### src/rtl/fetch_pkg.sv
// Shared types and default sizes for the fetch sequencer and its return-address stack.
package fetch_pkg;

    localparam int unsigned DEF_D     = 12;
    localparam int unsigned DEF_OW    = 8;
    localparam int unsigned DEF_DEPTH = 4;

    typedef enum logic [1:0] {
        IDLE = 2'd0,
        RUN  = 2'd1,
        HALT = 2'd2
    } state_e;

    typedef enum logic [2:0] {
        ACT_HOLD   = 3'd0,
        ACT_HALT   = 3'd1,
        ACT_RET    = 3'd2,
        ACT_CALL   = 3'd3,
        ACT_JUMP   = 3'd4,
        ACT_BRANCH = 3'd5,
        ACT_INC    = 3'd6
    } action_e;

    // One action per RUN cycle: stall freezes everything, then halt > ret > call > jump > branch > inc.
    function automatic action_e resolve_action(
        input logic stall,
        input logic halt_req,
        input logic ret_en,
        input logic call_en,
        input logic absjump_en,
        input logic branch_en
    );
        action_e act;
        if (stall)           act = ACT_HOLD;
        else if (halt_req)   act = ACT_HALT;
        else if (ret_en)     act = ACT_RET;
        else if (call_en)    act = ACT_CALL;
        else if (absjump_en) act = ACT_JUMP;
        else if (branch_en)  act = ACT_BRANCH;
        else                 act = ACT_INC;
        return act;
    endfunction

endpackage

### src/rtl/fetch_sequencer_ret_stack.sv
// Return-address LIFO: storage is not reset, only the occupancy count, so stale entries are unreachable.
module ret_stack
    import fetch_pkg::*;
#(
    parameter int unsigned W     = DEF_D,
    parameter int unsigned DEPTH = DEF_DEPTH
) (
    input  logic                     clk_i,
    input  logic                     rst_ni,
    input  logic                     push_i,
    input  logic                     pop_i,
    input  logic                     clear_i,
    input  logic [W-1:0]             din_i,
    output logic [W-1:0]             dout_o,
    output logic                     full_o,
    output logic                     empty_o,
    output logic [$clog2(DEPTH):0]   depth_o
);

    localparam int unsigned AW = $clog2(DEPTH);
    localparam logic [AW:0] DEPTH_C = (AW + 1)'(DEPTH);
    localparam logic [AW:0] ONE_C   = (AW + 1)'(1);

    logic [W-1:0]  mem_q [DEPTH];
    logic [AW:0]   depth_q;
    logic [AW:0]   depth_d;
    logic [AW-1:0] wr_idx;
    logic [AW-1:0] top_idx;

    assign wr_idx  = depth_q[AW-1:0];
    // When full, depth_q[AW-1:0] is 0 and the subtraction wraps to DEPTH-1, the true top.
    assign top_idx = depth_q[AW-1:0] - AW'(1);

    always_comb begin
        depth_d = depth_q;
        if (clear_i) begin
            depth_d = '0;
        end else if (push_i && !full_o) begin
            depth_d = depth_q + ONE_C;
        end else if (pop_i && !empty_o) begin
            depth_d = depth_q - ONE_C;
        end
    end

    always_ff @(posedge clk_i) begin
        if (!rst_ni) begin
            depth_q <= '0;
        end else begin
            depth_q <= depth_d;
        end
    end

    always_ff @(posedge clk_i) begin
        if (rst_ni && !clear_i && push_i && !full_o) begin
            mem_q[wr_idx] <= din_i;
        end
    end

    assign dout_o  = mem_q[top_idx];
    assign full_o  = (depth_q == DEPTH_C);
    assign empty_o = (depth_q == '0);
    assign depth_o = depth_q;

endmodule

### src/rtl/fetch_sequencer.sv
// Next-PC controller: owns the program counter, sequences IDLE/RUN/HALT and the return-address stack.
module fetch_sequencer
    import fetch_pkg::*;
#(
    parameter int unsigned D     = DEF_D,
    parameter int unsigned OW    = DEF_OW,
    parameter int unsigned DEPTH = DEF_DEPTH
) (
    input  logic                     clk,
    input  logic                     reset,
    input  logic                     start,
    input  logic                     stall,
    input  logic                     halt_req,
    input  logic                     branch_en,
    input  logic [OW-1:0]            offset,
    input  logic                     absjump_en,
    input  logic                     call_en,
    input  logic                     ret_en,
    input  logic [D-1:0]             target,
    output logic [D-1:0]             prog_ctr,
    output logic                     running,
    output logic                     done,
    output logic                     stack_err,
    output logic [$clog2(DEPTH):0]   depth
);

    localparam logic [D-1:0] ONE_C = D'(1);

    state_e       state_q, state_d;
    logic [D-1:0] pc_q, pc_d;
    logic         err_q, err_d;
    action_e      act;

    logic         st_push, st_pop, st_clear;
    logic [D-1:0] st_top;
    logic         st_full, st_empty;
    logic [D-1:0] pc_inc;
    logic [D-1:0] pc_branch;
    logic [D-1:0] offset_ext;

    assign pc_inc     = pc_q + ONE_C;
    assign offset_ext = {{(D - OW){offset[OW-1]}}, offset};
    assign pc_branch  = pc_q + offset_ext;

    always_comb begin
        act = ACT_HOLD;
        if (state_q == RUN) begin
            act = resolve_action(stall, halt_req, ret_en, call_en, absjump_en, branch_en);
        end
    end

    always_comb begin
        state_d  = state_q;
        pc_d     = pc_q;
        err_d    = err_q;
        st_push  = 1'b0;
        st_pop   = 1'b0;
        st_clear = 1'b0;
        unique case (state_q)
            IDLE: begin
                if (start) begin
                    state_d  = RUN;
                    pc_d     = '0;
                    st_clear = 1'b1;
                end
            end
            RUN: begin
                unique case (act)
                    ACT_HALT: state_d = HALT;
                    ACT_RET: begin
                        if (st_empty) begin
                            err_d   = 1'b1;
                            state_d = HALT;
                        end else begin
                            pc_d   = st_top;
                            st_pop = 1'b1;
                        end
                    end
                    ACT_CALL: begin
                        if (st_full) begin
                            err_d   = 1'b1;
                            state_d = HALT;
                        end else begin
                            st_push = 1'b1;
                            pc_d    = target;
                        end
                    end
                    ACT_JUMP:   pc_d = target;
                    ACT_BRANCH: pc_d = pc_branch;
                    ACT_INC:    pc_d = pc_inc;
                    default:    ;
                endcase
            end
            HALT: begin
                // Restart wipes the stack so a later return cannot reach pre-halt entries.
                if (start) begin
                    state_d  = RUN;
                    pc_d     = '0;
                    err_d    = 1'b0;
                    st_clear = 1'b1;
                end
            end
            default: state_d = IDLE;
        endcase
    end

    always_ff @(posedge clk) begin
        if (!reset) begin
            state_q <= IDLE;
            pc_q    <= '0;
            err_q   <= 1'b0;
        end else begin
            state_q <= state_d;
            pc_q    <= pc_d;
            err_q   <= err_d;
        end
    end

    ret_stack #(
        .W     (D),
        .DEPTH (DEPTH)
    ) u_ret_stack (
        .clk_i   (clk),
        .rst_ni  (reset),
        .push_i  (st_push),
        .pop_i   (st_pop),
        .clear_i (st_clear),
        .din_i   (pc_inc),
        .dout_o  (st_top),
        .full_o  (st_full),
        .empty_o (st_empty),
        .depth_o (depth)
    );

    assign prog_ctr  = pc_q;
    assign running   = (state_q == RUN);
    assign done      = (state_q == HALT);
    assign stack_err = err_q;

endmodule

### config.mk
export PLATFORM = sky130hd
export DESIGN_NAME = fetch_sequencer
export DESIGN_NICKNAME = d
export VERILOG_FILES = /design/src/rtl/fetch_pkg.sv /design/src/rtl/fetch_sequencer_ret_stack.sv /design/src/rtl/fetch_sequencer.sv
export SDC_FILE = /design/constraint.sdc
export NUM_CORES = 1
export LEC_CHECK = 0
export CORE_MARGIN = 2
export CORE_UTILIZATION = 50
export DETAILED_ROUTE_END_ITERATION = 10
export PLACE_DENSITY = 0.73
export SETUP_SLACK_MARGIN = 0.05
export SLEW_MARGIN = 5
export SYNTH_ARGS = -nofsm -noshare
export SYNTH_HDL_FRONTEND = slang
export SYNTH_SLANG_ARGS = --single-unit
### constraint.sdc
create_clock -name clk -period 4.35 [get_ports clk]
set_clock_uncertainty 0.15 [all_clocks]
set_input_delay 0.87 -clock clk [delete_from_list [all_inputs] [get_ports clk]]
set_output_delay 0.87 -clock clk [all_outputs]
set_load 0.02 [all_outputs]
==> results.md, run 1 <==
* Pins over their slew limit at 0
* Cell variety after synth at 62
* Pin count of the biggest net entering global routing at 17
* Netlist Area Pre-Place at 3800 sq um
* Core Util, Final at 63.0%
* Final setup margin at 1.10 ns
* FF+latch area at 1800 sq um
* Die height at slightly above 90 microns
* Resized cells post-CTS at 0
* Outcome: complete, no violations
* Highest clock rate at roughly 0.31 GHz
* Register bit total from synthesis at 66
* Vias per std cell at roughly 5.9
* Hold Crit Endpoint: prog_ctr[11]
* DRC violations left at 0
* Setup WS pre-CTS at 0.763 ns
* Die width at 91.2 microns
* Hold Path Class: register to register
* Crit path launch type: input port
* EDFF count, synth at 48
* Layout Area Growth over Synthesis at 20.7%
* Ys async rst share at 0%
* Post-route ant nets at 0
* Synth Instances at 334
* Switching Share at 36.8%
* Worst-margin pin slew at around 0.72 ns
* Max Cap Violations at 0
* Wire length per cell at 18.5 microns
* R2r setup slk at approximately 1.6 ns
* Clock power share at 24.5%
* RD Place Congestion at around 0.86
* # diodes at 0
* Core Box Area at 7290 sq um
* Clock transition at the registers of the reported paths at 0.08 ns
* TritonCTS clock tree: built
* RSZ-0062 raised after global routing: no
* DRT Pass-1 Iters at 4
* Comb power frac at 36.5%
* Critical R2R Launch: u_ret_stack.depth_o[0]
* Period Utilization, post-route at 74.7%
* Sequential share of power at 39.0%
* DRT Wirelength at 9.08 mm
* R2R depth at 9
* Number of hold buffers added after cts at 0
* Yosys warns at 0
* Final setup fails at 0
* Syn_nets at 386
* Tot GR Track Use at 22.5%
* Root Driver: clkbuf_8
* Int Pwr at between 1 and 1.5 mW
* Reg2reg end: prog_ctr[10]
* Type of the worst setup path: input port to register
* Layout cells sized above 1 at between 10 and 15%
* Crit path arrival time at 3.34 ns
* Post-DP HPWL at 6.66 mm
* Main flop type after synthesis: edfxtp_1
* Crit. End Element: register
* Clk buf depth at 2
* CTS Buf Count at 9
* Worst Hold Depth at 2
* Vias in the first global route at 2795
* Register area share after synthesis at 47.4%
* Multi-input gate area at 1930 sq um
* Global-route wire length before repair at 14.5 mm
* Setup TNS at 0 ns
* Clock latency on the worst-skew pair at between 0.3 and 0.4 ns
* Die area at 8320 sq um
* Net switching power figure at around 0.81 mW
* Boundary Pins at 47
* P per Cell Area at 477 nW/um^2
* Row count at 31
* Worst relative slew slack at 51.9%
* Max FO, Critical Path at 4
* Final Hold Viols at 0
* Critical path required time at around 4.5 ns
* Remaining Overflow, GRT at 0
* Num Clock Sinks at 66
* Initial antenna violation count at 0
* Peak supply drop at 0.000287 V
* Routed via count at 2920
* Starting Density at 52.2%
* Nets at 439
* IO Port Bufs at 46
* Crit path time final at approximately 3.2 ns
* Layout fillers at roughly 600
* Depth of the CTS H-tree at 3
* 1st-iter DRT viols at 300
* Leakage power at about 1.6 nW
* Syn Area/Cell at 11.4 sq um
* Post-CTS setup buffer count at 0
* HP Start: prog_ctr[11]
[power by group through the flow]
stage               Sequential, mW  Clock, mW  Combinational (mW)
finish                       0.856      0.538               0.800
global placement             0.865          0               0.781
floorplan                    0.886          0               0.478
global route                 0.863      0.579               0.878
CTS                          0.852      0.550               0.798
detailed placement           0.866          0               0.793
[layer usage]
| layer | GRT usage (%) | part of all wire [%] | vias up |
|---|---|---|---|
| met3 | 4.23 | 5.2 | 8 |
| li1 | - | - | 1418 |
| met4 | 7.20 | 0.77 | 0 |
| met5 | 0 | 0 | - |
| met1 | 32.6 | 46 | 1422 |
| met2 | 34.3 | 48 | 72 |
[cells by family (layout without fill, tap and decap cells)]
family | Yosys count | in the layout | synth area share [%]
fa+ha+maj | 23 | 23 | 7.96
flops | 66 | 66 | 47.4
buf+inv | 18 | 76 | 1.84
simple gates | 102 | 102 | 14.6
xor+xnor | 16 | 16 | 3.68
mux | 16 | 16 | 8.19
compound gates | 93 | 93 | 16.4
[layout make-up]
type | count | area share, %
inverter | 10 | 0.817
sequential | 66 | 39.2
multi-input combinational | 250 | 42.1
tap | 99 | 2.70
clock inverter | 7 | 1.82
timing repair buffer | 50 | 10.7
clock buffer | 9 | 2.70
[state kept, by name, summed over array words and instances, names as in the netlist]
signal / count
prog_ctr: 12
stack_err: 1
u_ret_stack.depth_o: 3
state_q: 2
u_ret_stack.mem_q: 48
[cells in the final DEF (no fill, tap or decap), types with 7 or more instances in the layout]
cell type        instances
edfxtp_1                48
clkdlybuf4s50_1         46
o21ai_0                 28
nand2_1                 23
ha_1                    21
dfxtp_1                 18
nor2_1                  17
a21oi_1                 16
xnor2_1                 14
nand3_1                 12
mux4_2                  12
inv_1                   10
clkbuf_8                 9
and2_1                   7
a211oi_1                 7
[synth_stat cells (3+ instances only)]
cell	number	area, sq um
edfxtp_1	48	1440
o21ai_0	28	140
nand2_1	23	86.3
ha_1	21	263
dfxtp_1	18	360
nor2_1	17	63.8
a21oi_1	16	80.1
xnor2_1	14	123
mux4_2	12	270
nand3_1	12	60.1
inv_1	10	37.5
a211oi_1	7	52.6
and2_1	7	43.8
nand2b_1	6	37.5
nor3_1	6	30.0
and4_1	5	43.8
clkbuf_1	5	18.8
a32oi_1	4	35.0
nand4_1	4	25.0
nor2b_1	4	25.0
mux2i_1	3	30.0
nand3b_1	3	22.5
nor3b_1	3	22.5
o22ai_1	3	18.8
o31ai_1	3	22.5
or2_2	3	18.8
[through the flow]
| stage | total power [mW] | instances | hold slack (ns) | cell area (sq um) |
|---|---|---|---|---|
| 6_report | 2.19 | 491 | 0.394 | 4590 |
| 5_1_grt | 2.32 | 491 | 0.437 | 4590 |
| 4_1_cts | 2.20 | 491 | 0.394 | 4590 |
| 3_5_place_dp | 1.66 | 475 | 0.382 | 4390 |
| 3_3_place_gp | 1.65 | 475 | 0.376 | 4390 |
| 2_1_floorplan | 1.36 | 334 | 0.385 | 3800 |
[worst max-delay path, cell delays in order]
cell	delay, ns
clkdlybuf4s50_1	0.40
ha_1	0.24
fa_1	0.43
a211oi_1	0.30
o21bai_1	0.19
a221oi_1	0.34
xnor2_1	0.17
nor3_1	0.07
o41ai_1	0.33
[worst max path at each step]
| stage | from | slack [ns] | endpoint | cells after the start |
|---|---|---|---|---|
| 2_1_floorplan | u_ret_stack.depth_o[0] | 1.15 | u_ret_stack.mem_q[0][0] | 7 |
| 3_3_place_gp | offset[0] | 0.84 | prog_ctr[10] | 9 |
| 3_5_place_dp | offset[0] | 0.76 | prog_ctr[10] | 9 |
| 4_1_cts | offset[0] | 1.12 | prog_ctr[10] | 9 |
| 5_1_grt | offset[0] | 0.83 | prog_ctr[10] | 9 |
| 6_report | offset[0] | 1.10 | prog_ctr[10] | 9 |
Power figures use the tool's default switching activity.
==> run 2: changes to the inputs <==
--- a/config.mk
+++ b/config.mk
@@ -8,7 +8,7 @@
 export CORE_MARGIN = 2
 export CORE_UTILIZATION = 50
 export DETAILED_ROUTE_END_ITERATION = 10
-export PLACE_DENSITY = 0.73
+export PLACE_DENSITY = 0.76
 export SETUP_SLACK_MARGIN = 0.05
 export SLEW_MARGIN = 5
 export SYNTH_ARGS = -nofsm -noshare
==> constraint.sdc (replaced) <==
create_clock -name clk -period 2.95 [get_ports clk]
set_clock_uncertainty 0.15 [all_clocks]
set_input_delay 0.59 -clock clk [delete_from_list [all_inputs] [get_ports clk]]
set_output_delay 0.59 -clock clk [all_outputs]
set_load 0.02 [all_outputs]
==> run 2 against run 1 <==
  * Worst setup slack got worse by 0.87 ns
  * Count of clock-buffer cells in the layout did not move
  * Sequential power rose by 44%
  * Non-clock buffer count rose by 35
  * Sequential share of layout area fell by 2.4 points
  * Die area did not move
  * Hold slack improved by 0.021 ns
  * Wire length rose by 4.2%
  * Combinational power rose by 72%
  * Design area rose by 6.6%
  * First-iteration DRC count fell by 6.7%
  * Critical path type unchanged
==> results.md, run 2 (same netlist as run 1, synthesis figures left out) <==
* Outcome: complete, no violations
* Max Cap Violations at 0
* Crit path launch type: input port
* Post-route ant nets at 0
* Clock transition at the registers of the reported paths at 0.09 ns
* Final std cells w/o fill at 526
* Global-route wire length before repair at 15.2 mm
* M1 GR Usage at around 32%
* Clock latency on the worst-skew pair at about 0.34 ns
* Fin area at 4900 sq um
* DRT Wirelength at 9.47 mm
* Busiest grt layer: met2
* Layout Area Growth over Synthesis at 28.7%
* Max FFs per register at 48
* Post-DP Area at between 4000 and 5000 sq um
* Peak supply drop at 0.000410 V
* Hold Path Class: register to register
* Tot GR Track Use at 23.4%
* Row count at 31
* Crit path time final at 2.72 ns
* Final setup margin at ~0.23 ns
* Nets at between 400 and 500
* Most common cell after layout, fill and taps aside: edfxtp_1
* CTS Buf Count at 9
* Layout cells sized above 1 at 19.2%
* Die width at between 90 and 100 microns
* RSZ-0062 raised after global routing: no
* Setup WS pre-CTS at -0.374 ns
* Num Clock Sinks at 66
* Setup TNS at 0 ns
* Layout fillers at 579
* Crit. End Element: register
* Design Power at 3.47 mW
* Die area at 8320 sq um
* Met2 Usage GRT at a little under two fifths
* Vias per std cell at slightly below 6
* Clk buf depth at 2
* DRC violations left at 0
* # diodes at 0
* Min Hold Slack at 0.415 ns
* R2r setup slk at 0.45 ns
* Core Box Area at 7290 sq um
* Remaining Overflow, GRT at 0
* Multi-input gate area at 1960 sq um
* Vias in the first global route at about 3100
* Boundary Pins at 47
* Final setup fails at 0
* Wire length per cell at approximately 18 microns
* Root Driver: clkbuf_8
* Post-DP HPWL at between 7 and 8 mm
* TritonCTS clock tree: built
* Post-CTS setup buffer count at 0
* Commonest cells after routing, fill and taps aside: edfxtp_1 (48), clkdlybuf4s50_1 (46), buf_4 (39)
* Pin count of the biggest net entering global routing at 18
* DRT Pass-1 Iters at 5
* Core Util, Final at ~67%
* Number of hold buffers added after cts at 0
* Initial antenna violation count at 0
* Routed via count at 3070
* Placed Cells at 510
* Depth of the CTS H-tree at 3
* RD Place Congestion at 1.00
* Worst relative slew slack at 54.4%
* Crit path arrival time at 2.86 ns
* FF+latch area at 1800 sq um
* Critical path required time at 3.09 ns
* Worst-margin pin slew at 0.681 ns
* Period Utilization, post-route at 92.2%
* Met3 Use GR at 3.90%
* Starting Density at 52.2%
* IO Port Bufs at 46
* P per Cell Area at 709 nW/um^2
* Final Hold Viols at 0
* Most flop-heavy register: u_ret_stack.mem_q
* Die height at 91.2 microns
* Highest clock rate at 0.368 GHz
* Leakage power at 1.80 nW
* Type of the worst setup path: input port to register
* Pins over their slew limit at 0
* 1st-iter DRT viols at 280
* Max FO, Critical Path at 3
-- run 2: changes by cell type in the layout (fill, tap and decap cells not counted), sizes merged --
cell,before,now
clkinv,1,3
bufinv,1,2
buf,4,39
inv,14,12
clkinvlp,1,0
-- run 2: area by class of cell --
type	count	area share, %
Multi-Input combinational cell	250	39.9
Tap cell	99	2.53
Sequential cell	66	36.8
Timing Repair Buffer	85	15.4
Clock buffer	9	2.53
Clock inverter	7	2.04
Inverter	10	0.767
-- run 2: timing repair --
item                       4_1_cts  5_1_grt
pin swaps                        0        3
resized for setup                2        3
setup endpoints to repair        1        2
-- run 2: layer usage --
layer  vias up  routed length [microns]
met5         -                        0
met4         0                      144
met3        17                      464
met2       112                     4530
met1      1465                     4330
li1       1476                        -
-- run 2: critical path, cell delays in order --
cell and delay (ns):
clkdlybuf4s50_1 0.48, ha_1 0.34, a211oi_1 0.36, o21ai_1 0.23
a31oi_1 0.21, nor3_1 0.09, or4_1 0.46, nand3_1 0.09
-- run 2: where the power goes --
part / leakage (nW) / internal (mW) / switching (mW)
Sequential: 0.587 / 1.13 / 0.106
Clock: 0.114 / 0.484 / 0.375
Combinational: 1.09 / 0.641 / 0.737
-- run 2: final timing paths --
kind                              startpoint                     end  cells after the start
worst max-delay path               offset[1]            prog_ctr[11]                      8
worst min-delay path            prog_ctr[11]            prog_ctr[11]                      2
worst max register to register    state_q[1]  u_ret_stack.depth_o[2]                      8
worst min register to register  prog_ctr[11]            prog_ctr[11]                      2
==> run 3: changes to the inputs <==
--- a/config.mk
+++ b/config.mk
@@ -7,6 +7,7 @@
 export LEC_CHECK = 0
 export CORE_MARGIN = 2
 export CORE_UTILIZATION = 50
+export CTS_CLUSTER_DIAMETER = 200
 export DETAILED_ROUTE_END_ITERATION = 10
 export PLACE_DENSITY = 0.76
 export SETUP_SLACK_MARGIN = 0.05
==> results of run 3 <==
Final layout, timing and power as in run 2 (identical DEF).
